<file path="config.mk">
export PLATFORM = sky130hd
export DESIGN_NAME = draw_dispatch_flat
export DESIGN_NICKNAME = d
export VERILOG_FILES = /design/src/rtl/draw_pkg.sv /design/src/rtl/draw_dispatch_if.sv /design/src/rtl/dispatch_watchdog.sv /design/src/rtl/draw_dispatch.sv /design/src/flat_wrapper.sv
export SDC_FILE = /design/constraint.sdc
export NUM_CORES = 1
export LEC_CHECK = 0
export CAP_MARGIN = 20
export CORE_ASPECT_RATIO = 1.1
export CORE_MARGIN = 2
export CORE_UTILIZATION = 35
export DETAILED_ROUTE_END_ITERATION = 10
export PLACE_DENSITY_LB_ADDON = 0.12
export REMOVE_ABC_BUFFERS = 1
export SYNTH_ARGS = -nofsm -noshare
export SYNTH_HDL_FRONTEND = slang
export SYNTH_SLANG_ARGS = --single-unit
</file>
<file path="constraint.sdc">
create_clock -name clk -period 3.3 [get_ports clk]
set_input_delay 0.825 -clock clk [delete_from_list [all_inputs] [get_ports clk]]
set_output_delay 0.825 -clock clk [all_outputs]
set_load 0.005 [all_outputs]
</file>
<file path="src/rtl/draw_pkg.sv">
// draw_pkg: opcodes, dispatcher states and engine count shared by the dispatcher and coordinate muxes
package draw_pkg;
  localparam int NENG = 5;
  localparam logic [3:0] OP_CF = 4'd0, OP_CD = 4'd1, OP_RF = 4'd2, OP_RD = 4'd3, OP_LD = 4'd4;
  localparam logic [3:0] OP_FU = 4'd10, OP_IDLE = 4'd15;
  typedef enum logic [1:0] {S_IDLE, S_START, S_WAIT, S_HOLD} state_t;
  function automatic logic op_valid(input logic [3:0] op);
    return op <= OP_LD || op == OP_FU;
  endfunction
  function automatic logic [NENG-1:0] eng_mask(input logic [3:0] op);
    return op <= OP_LD ? NENG'(1) << op : '0;
  endfunction
endpackage

</file>
<file path="src/rtl/draw_dispatch_if.sv">
// draw_dispatch_if: command handshake, engine start/done and SEL bus of the draw dispatcher
interface draw_dispatch_if #(parameter int CW = 9);
  import draw_pkg::*;
  logic cmd_valid, cmd_ready;
  logic [3:0] cmd_op;
  logic [CW-1:0] cmd_x0, cmd_y0, cmd_x1, cmd_y1;
  logic [CW-1:0] x0, y0, x1, y1;
  logic [NENG-1:0] start, done;
  logic fu_start, fu_done, busy, err;
  logic [3:0] sel;
  modport slave(
    input cmd_valid, cmd_op, cmd_x0, cmd_y0, cmd_x1, cmd_y1, done, fu_done,
    output cmd_ready, x0, y0, x1, y1, start, fu_start, sel, busy, err
  );
  modport master(
    output cmd_valid, cmd_op, cmd_x0, cmd_y0, cmd_x1, cmd_y1, done, fu_done,
    input cmd_ready, x0, y0, x1, y1, start, fu_start, sel, busy, err
  );
endinterface

</file>
<file path="src/rtl/dispatch_watchdog.sv">
// dispatch_watchdog: counts WAIT cycles and flags the cycle in which the count would reach TIMEOUT
module dispatch_watchdog #(parameter int TIMEOUT = 4096) (
  input  logic clk,
  input  logic rst,
  input  logic clr_i,
  input  logic en_i,
  output logic expire_o
);
  localparam int W = TIMEOUT > 0 ? $clog2(TIMEOUT + 1) : 1;
  logic [W-1:0] cnt_q, cnt_d;
  always_comb cnt_d = clr_i ? '0 : en_i ? cnt_q + W'(1) : cnt_q;
  always_ff @(posedge clk or posedge rst)
    if (rst) cnt_q <= '0;
    else cnt_q <= cnt_d;
  assign expire_o = TIMEOUT != 0 && en_i && cnt_q == W'(TIMEOUT - 1);
endmodule

</file>
<file path="src/rtl/draw_dispatch.sv">
// draw_dispatch: accepts one draw command at a time, starts its engine and holds SEL
// until the engine's final coordinate has been flushed through the registered muxes.
module draw_dispatch import draw_pkg::*; #(
  parameter int TIMEOUT = 4096,
  parameter int CW = 9
) (
  input logic clk,
  input logic rst,
  draw_dispatch_if.slave bus
);
  state_t state_q, state_d;
  logic [3:0] op_q, op_d, sel_q, sel_d;
  logic [3:0][CW-1:0] opd_q, opd_d;
  logic err_q, err_d, expire, sel_done;
  // only the engine that was started may complete the command
  assign sel_done = op_q == OP_FU ? bus.fu_done : |(bus.done & eng_mask(op_q));
  always_comb begin
    state_d = state_q;
    op_d = op_q;
    sel_d = sel_q;
    opd_d = opd_q;
    err_d = 1'b0;
    case (state_q)
      S_IDLE: if (bus.cmd_valid) begin
        op_d = bus.cmd_op;
        opd_d = {bus.cmd_y1, bus.cmd_x1, bus.cmd_y0, bus.cmd_x0};
        if (op_valid(bus.cmd_op)) begin
          state_d = S_START;
          sel_d = bus.cmd_op;
        end else err_d = bus.cmd_op != OP_IDLE;
      end
      S_START: state_d = S_WAIT;
      S_WAIT: if (sel_done || expire) begin
        state_d = S_HOLD;
        err_d = !sel_done;
      end
      S_HOLD: begin
        state_d = S_IDLE;
        sel_d = OP_IDLE;
      end
      default: state_d = S_IDLE;
    endcase
  end
  always_ff @(posedge clk or posedge rst)
    if (rst) begin
      state_q <= S_IDLE;
      op_q <= OP_IDLE;
      sel_q <= OP_IDLE;
      opd_q <= '0;
      err_q <= 1'b0;
    end else begin
      state_q <= state_d;
      op_q <= op_d;
      sel_q <= sel_d;
      opd_q <= opd_d;
      err_q <= err_d;
    end
  dispatch_watchdog #(.TIMEOUT(TIMEOUT)) u_wd (
    .clk(clk),
    .rst(rst),
    .clr_i(state_q == S_START),
    .en_i(state_q == S_WAIT),
    .expire_o(expire)
  );
  assign bus.cmd_ready = state_q == S_IDLE;
  assign bus.busy = state_q != S_IDLE;
  assign bus.sel = sel_q;
  assign bus.err = err_q;
  assign bus.start = state_q == S_START ? eng_mask(op_q) : '0;
  assign bus.fu_start = state_q == S_START && op_q == OP_FU;
  assign bus.x0 = opd_q[0];
  assign bus.y0 = opd_q[1];
  assign bus.x1 = opd_q[2];
  assign bus.y1 = opd_q[3];
endmodule

</file>
<file path="src/flat_wrapper.sv">
// flat-port wrapper written by rule: the top's interface ports become plain ports
module draw_dispatch_flat import draw_pkg::*;
#(
  parameter int TIMEOUT = 4096,
  parameter int CW = 9
)
  (clk, rst, bus_cmd_valid, bus_cmd_op, bus_cmd_x0, bus_cmd_y0, bus_cmd_x1, bus_cmd_y1, bus_done, bus_fu_done, bus_cmd_ready, bus_x0, bus_y0, bus_x1, bus_y1, bus_start, bus_fu_start, bus_sel, bus_busy, bus_err);
  draw_dispatch_if #(.CW(CW)) bus_i ();
  input logic clk;
  input logic rst;
  input wire logic [$bits(bus_i.cmd_valid)-1:0] bus_cmd_valid;
  input wire logic [$bits(bus_i.cmd_op)-1:0] bus_cmd_op;
  input wire logic [$bits(bus_i.cmd_x0)-1:0] bus_cmd_x0;
  input wire logic [$bits(bus_i.cmd_y0)-1:0] bus_cmd_y0;
  input wire logic [$bits(bus_i.cmd_x1)-1:0] bus_cmd_x1;
  input wire logic [$bits(bus_i.cmd_y1)-1:0] bus_cmd_y1;
  input wire logic [$bits(bus_i.done)-1:0] bus_done;
  input wire logic [$bits(bus_i.fu_done)-1:0] bus_fu_done;
  output wire logic [$bits(bus_i.cmd_ready)-1:0] bus_cmd_ready;
  output wire logic [$bits(bus_i.x0)-1:0] bus_x0;
  output wire logic [$bits(bus_i.y0)-1:0] bus_y0;
  output wire logic [$bits(bus_i.x1)-1:0] bus_x1;
  output wire logic [$bits(bus_i.y1)-1:0] bus_y1;
  output wire logic [$bits(bus_i.start)-1:0] bus_start;
  output wire logic [$bits(bus_i.fu_start)-1:0] bus_fu_start;
  output wire logic [$bits(bus_i.sel)-1:0] bus_sel;
  output wire logic [$bits(bus_i.busy)-1:0] bus_busy;
  output wire logic [$bits(bus_i.err)-1:0] bus_err;
  assign bus_i.cmd_valid = bus_cmd_valid;
  assign bus_i.cmd_op = bus_cmd_op;
  assign bus_i.cmd_x0 = bus_cmd_x0;
  assign bus_i.cmd_y0 = bus_cmd_y0;
  assign bus_i.cmd_x1 = bus_cmd_x1;
  assign bus_i.cmd_y1 = bus_cmd_y1;
  assign bus_i.done = bus_done;
  assign bus_i.fu_done = bus_fu_done;
  assign bus_cmd_ready = bus_i.cmd_ready;
  assign bus_x0 = bus_i.x0;
  assign bus_y0 = bus_i.y0;
  assign bus_x1 = bus_i.x1;
  assign bus_y1 = bus_i.y1;
  assign bus_start = bus_i.start;
  assign bus_fu_start = bus_i.fu_start;
  assign bus_sel = bus_i.sel;
  assign bus_busy = bus_i.busy;
  assign bus_err = bus_i.err;
  draw_dispatch #(.TIMEOUT(TIMEOUT), .CW(CW)) u_core (.clk(clk), .rst(rst), .bus(bus_i));
endmodule
</file>
==> flow_metrics.tcl, run 1 <==
set metrics [dict create \
    cp_cell_sequence "inv_1 -> ha_1 -> nand2_1 -> nor3_1 -> clkdlybuf4s50_1" \
    grt_pass1_vias 1980 \
    hp-class "flip-flop to flip-flop" \
    antenna_left 0 \
    p_comb_share_pct 43.6 \
    finalCritPeriodShare_pct 85.4 \
    synth-warning-count 0 \
    startpoint_type "flip-flop" \
    wl_mm 5.76 \
    ios 98 \
    grt_first_pass_wirelength_mm 9.52 \
    wl_met1_mm 2.51 \
    cts_tree "built" \
    n_fill_cell 673 \
    worstPathRequired_ns 2.47 \
    die_y_um 95.1 \
    synth-edff-count 0 \
    ys.flop_type "dfrtp_1" \
    postCtsResizedCells 0 \
    clock_sinks 60 \
    p_leak_nw 1.61 \
    place_congestion 0.762 \
    p_int_mw 2.31 \
    wl_met3_um 604 \
    drive_gt1_share_pct 23.5 \
    clk_latency_ns 0.33 \
    htreeDepth 3 \
    crit_type "flip-flop to output port" \
    dr_wl_met2_mm 2.56 \
    hold_viol 0 \
    power_frac_clock_pct 16.4 \
    path_clk_slew_ns 0.07 \
    initial_core_util_pct 35.7 \
    arrival_ns 1.99 \
    rsz0062_at_grt "false" \
    maxCapViolations 0 \
    netSwitchingFraction_pct 30.6 \
    grt_max_degree 41 \
    seq_area_frac_synth_pct 57.3 \
    power.switching_mw 1.02 \
    path_max_fanout 8 \
    die_w_um 86.8 \
    synth_cell_types 35 \
    synth.top_cell.area_share_pct 49.3 \
    fin_worst_skew_ns 0.00966 \
    setup-tns-final_ns 0 \
    seqPwrFrac_pct 40.0 \
    postCtsHoldBufs 0 \
    place_hpwl_mm 4.15 \
    post-route-cell-area_sq_mm 0.00387 \
    async_flop_share_pct 100 \
    layout_min_cycle_time_ns 2.82 \
    grt_use_total_pct 14.8 \
    status "finished, final reports clean" \
    syn_to_final_growth_pct 46.6 \
    ff2ff_path_depth 5 \
    synth_seq_cells 60 \
    max_freq_mhz 355 \
    netlist_top_cells_area "dfrtp_1, mux2_2, dfstp_2" \
    cts-root-buf "clkbuf_8" \
    syn_area_per_cell_sq_um 13.0 \
    cts_buffers 9 \
    num_rows 33 \
    crit_path_end_kind "output port" \
    worst_pin_slew_ns 0.612 \
    post_cts_buffers 0 \
    reg2reg_from "u_core.op_q[0]" \
    highest_layer "met4" \
    slew_viol_final 0 \
    cpPeakStageDelay_ns 0.53 \
    wire_per_inst_um 14.5 \
    drt-initial-drc-count 49 \
    num_antenna_cells 0 \
    post_drt_via_cell_ratio 4.91 \
    cp_slowest_cell "clkdlybuf4s50_1" \
    setup_viol 0 \
    irDropWorstVdd_uv 349 \
    dieArea_sq_mm 0.00825 \
    dpl-instance-area_sq_mm 0.00371 \
    gr-total-overflow 0 \
    num_vias 1954 \
    holdPathStages 1 \
    synth_top_area_cell "dfrtp_1" \
    max_slew_margin_pct 59.2 \
    syn_area_sq_mm 0.00264 \
    startpoint "u_core.state_q[1]" \
    clockBufferDepth 2 \
    synthCells 203 \
    power.density_mw_per_mm2 862 \
    coreArea_sq_mm 0.00739 \
    worstHoldStart "u_core.bus.x1[6]" \
    drtPass1Iterations 4 \
    port_buffers 97 \
    nNetsFinal 360 \
    antenna_found_initial 0 \
    route.detailed.drc 0 \
]
-- final cells by class --
| type | instances | area, sq um | area share (%) |
|---|---|---|---|
| flip-flops and latches | 60 | 1510 | 39.1 |
| multi-input cells | 129 | 1070 | 27.7 |
| repair buffers | 100 | 993 | 25.7 |
| clock buffers | 11 | 131 | 3.40 |
| well taps | 87 | 109 | 2.81 |
| clock inverters | 5 | 28.8 | 0.744 |
| inverters | 6 | 22.5 | 0.582 |
-- per-stage QoR --
step | total power, mW | instances | hold WS [ns] | setup slack (ns) | util (%)
final | 3.33 | 398 | 0.504 | 0.481 | 52.3
after global routing | 3.60 | 398 | 0.513 | 0.322 | 52.3
after CTS | 3.39 | 398 | 0.509 | 0.461 | 52.3
after detailed placement | 2.82 | 382 | 0.492 | 0.828 | 50.2
after global placement | 2.80 | 382 | 0.486 | 0.839 | 50.2
after floorplan | 2.03 | 195 | 0.497 | 1.00 | -
-- power groups by stage --
stage               registers (mW)  clock network [mW]  logic, mW
floorplan                     1.33                   0      0.697
CTS                           1.34               0.573       1.48
finish                        1.33               0.547       1.45
detailed placement            1.35                   0       1.47
global placement              1.34                   0       1.46
global route                  1.38               0.606       1.60
-- synth_stat cells (all sizes together), types with 4 or more instances --
master	count
nand2	6
a21oi	4
nor2	17
dfrtp	52
inv	6
clkbuf	6
o22a	5
nand3	8
dfstp	8
mux2	41
xor2	5
o2bb2ai	4
ha	5
nor3	4
o21ai	4
-- final timing paths --
path | to | slack [ns]
max | bus_start[0] | 0.48
min | u_core.bus.x1[6] | 0.50
max reg2reg | u_core.state_q[0] | 1.42
min reg2reg | u_core.bus.x1[6] | 0.50
max in group asynchronous | u_core.op_q[0] | 1.68
min in group asynchronous | u_core.bus.x0[3] | 0.89
-- layer usage --
layer,global-route usage [%],vias to the layer above
li1,-,927
met1,19.8,943
met2,20.9,75
met3,6.93,9
met4,5.86,0
met5,0,-
-- placed cells by master (no fill, tap or decap), types with 2 or more instances in the layout --
master / instances
and3_1: 3
xor2_1: 5
nand2_1: 6
clkinv_2: 4
buf_4: 3
nor3_1: 4
clkbuf_8: 9
xnor2_1: 2
nand4_1: 3
nand3b_1: 2
clkbuf_1: 2
nor2_1: 17
clkdlybuf4s50_1: 97
dfstp_2: 8
mux2i_1: 3
o2bb2ai_1: 4
mux2_2: 41
ha_1: 5
nand3_1: 8
o21ai_0: 4
o22a_1: 4
dfrtp_1: 52
a21oi_1: 4
inv_1: 5
-- registers in the layout, indices dropped and copies added (netlist names), 2 cells and up --
register           count
u_core.bus.x0          9
u_core.state_q         2
u_core.bus.x1          9
u_core.bus.y1          9
u_core.bus.y0          9
u_core.op_q            4
u_core.bus.sel         4
u_core.u_wd.cnt_q     13
-- worst max-delay path, delay by kind of cell (launching register included) --
kind | cells | cell delay, ns
buffers and inverters | 2 | 0.63
DFF | 1 | 0.40
adders and majority gates | 1 | 0.33
and+or+nand+nor | 2 | 0.31
-- cell families (layout without fill, tap and decap cells) --
| kind of cell | Yosys count | in the layout | share of synthesized area (%) |
|---|---|---|---|
| DFF | 60 | 60 | 57.3 |
| and+or+nand+nor | 50 | 50 | 9.86 |
| muxes | 45 | 45 | 19.5 |
| AOI/OAI and AO/OA | 22 | 22 | 6.59 |
| buffers and inverters | 14 | 122 | 2.09 |
| xor gates and xnor gates | 7 | 7 | 2.32 |
| adders and majority gates | 5 | 5 | 2.37 |
(Power assumes the default switching activity.)
==> inputs of run 2 (changes only) <==
Settings changed: PLACE_DENSITY from default to 0.77, PLACE_DENSITY_LB_ADDON 0.12 to default, RECOVER_POWER from default to 50.
==> flow_metrics.tcl, run 2 (synthesized netlist as in run 1, its figures left out) <==
set metrics [dict create \
    status "finished, final reports clean" \
    drtPass1Iterations 4 \
    place_congestion 0.751 \
    cpPeakStageDelay_ns 0.54 \
    die_w_um 86.8 \
    dieArea_sq_mm 0.00825 \
    finalCritPeriodShare_pct 85.8 \
    irDropWorstVdd_uv 433 \
    path_clk_slew_ns 0.06 \
    hp-class "flip-flop to flip-flop" \
    num_vias 1937 \
    maxCapViolations 0 \
    wl_mm 5.59 \
    slew_viol_final 0 \
    antenna_left 0 \
    antenna_found_initial 0 \
    arrival_ns 2.01 \
    cts_buffers 9 \
    syn_to_final_growth_pct 47.8 \
    wire_per_inst_um 14.1 \
    num_rows 33 \
    worstPathRequired_ns 2.47 \
    coreArea_sq_mm 0.00739 \
    fin_worst_skew_ns 0.00603 \
    layout_min_cycle_time_ns 2.83 \
    rsz0062_at_grt "false" \
    r2r_setup_slack_ns 1.40 \
    power.density_mw_per_mm2 878 \
    crit_type "flip-flop to output port" \
    drt-initial-drc-count 76 \
    port_buffers 97 \
    dp_slack_ns 0.794 \
    drive_gt1_share_pct 23.2 \
    max_slew_margin_pct 3.72 \
    final_cell_mix "clkdlybuf4s50_1, dfrtp_1, mux2_2, nor2_1, dlygate4sd3_1" \
    grt_first_pass_wirelength_mm 8.93 \
    clock_sinks 60 \
    path_max_fanout 8 \
    setup_viol 0 \
    cp_slowest_cell "clkdlybuf4s50_1" \
    postCtsHoldBufs 0 \
    cts_tree "built" \
    critPathTopFamily "buffers and inverters" \
    largest_register "u_core.u_wd.cnt_q" \
    gr-total-overflow 0 \
    grt_use_total_pct 14.1 \
    post_drt_via_cell_ratio 4.88 \
    max_freq_mhz 353 \
    cp_cell_sequence "inv_1 -> ha_1 -> nand2_1 -> nor3_1 -> clkdlybuf4s50_1" \
    place_hpwl_mm 3.97 \
    post_cts_buffers 0 \
    grt_max_degree 61 \
    nNetsFinal 359 \
    grt_pass1_vias 1953 \
    htreeDepth 3 \
    worstPathBufferInverterCount 2 \
    die_y_um 95.1 \
    hold_ws_ns 0.496 \
    clockBufferDepth 2 \
    crit_path_end_kind "output port" \
    hold_viol 0 \
    startpoint_type "flip-flop" \
    p_leak_nw 1.62 \
    worst_pin_slew_ns 1.44 \
    num_antenna_cells 0 \
    setup-tns-final_ns 0 \
    ios 98 \
    clk_latency_ns 0.32 \
    fin_ws_ns 0.469 \
    final_common_cell "clkdlybuf4s50_1" \
    route.detailed.drc 0 \
    initial_core_util_pct 35.7 \
    largest_reg_flops 13 \
    cts-root-buf "clkbuf_8" \
    postCtsResizedCells 0 \
]
[run 2: cell types whose count changed in the layout (fill, tap and decap cells not counted), sizes merged, moves of 2 or more]
cell / delta
clkbuf: +2
clkinv: -2
dlygate4sd3: +12
clkdlybuf4s50: -12
buf: -2
[run 2: power breakdown]
group	internal, mW	leakage [nW]	total (mW)	switching (mW)
Sequential	1.11	0.717	1.33	0.227
Clock	0.388	0.102	0.663	0.275
Combinational	0.914	0.802	1.43	0.515
[run 2: final timing paths]
| path | start | depth (start not counted) | endpoint |
|---|---|---|---|
| setup / recovery | u_core.state_q[1] | 5 | bus_start[0] |
| hold / removal | u_core.bus.y0[6] | 1 | u_core.bus.y0[6] |
| setup reg to reg | u_core.op_q[0] | 5 | u_core.state_q[0] |
| hold reg to reg | u_core.bus.y0[6] | 1 | u_core.bus.y0[6] |
| max in group asynchronous | rst | 3 | u_core.bus.x1[7] |
| min in group asynchronous | rst | 3 | u_core.bus.y0[4] |
[run 2: final cells by class]
class	instances	area [sq um]
inverter	6	22.5
clock inverter	4	47.5
multi-input combinational	129	1070
sequential	60	1510
tap	87	109
fill	661	3490
clock buffer	12	155
timing repair buffer	99	983
[run 2: per-layer routing]
metal	vias to the layer above	wire, um	share of wire (%)	track usage, %
li1	925	-	-	-
met1	935	2370	42	16.2
met2	70	2680	48	21.9
met3	7	437	7.8	6.23
met4	0	99	1.8	7.81
met5	-	0	0	0
[run 2: metrics by stage]
stage                     cells  util (%)  area (sq um)  power (mW)
final                       397      52.8          3900        3.43
after global routing        397      52.8          3900        3.66
after CTS                   397      52.9          3910        3.51
after detailed placement    381      50.1          3700        2.82
after global placement      381      50.1          3700        2.77
after floorplan             195         -          2610        2.03
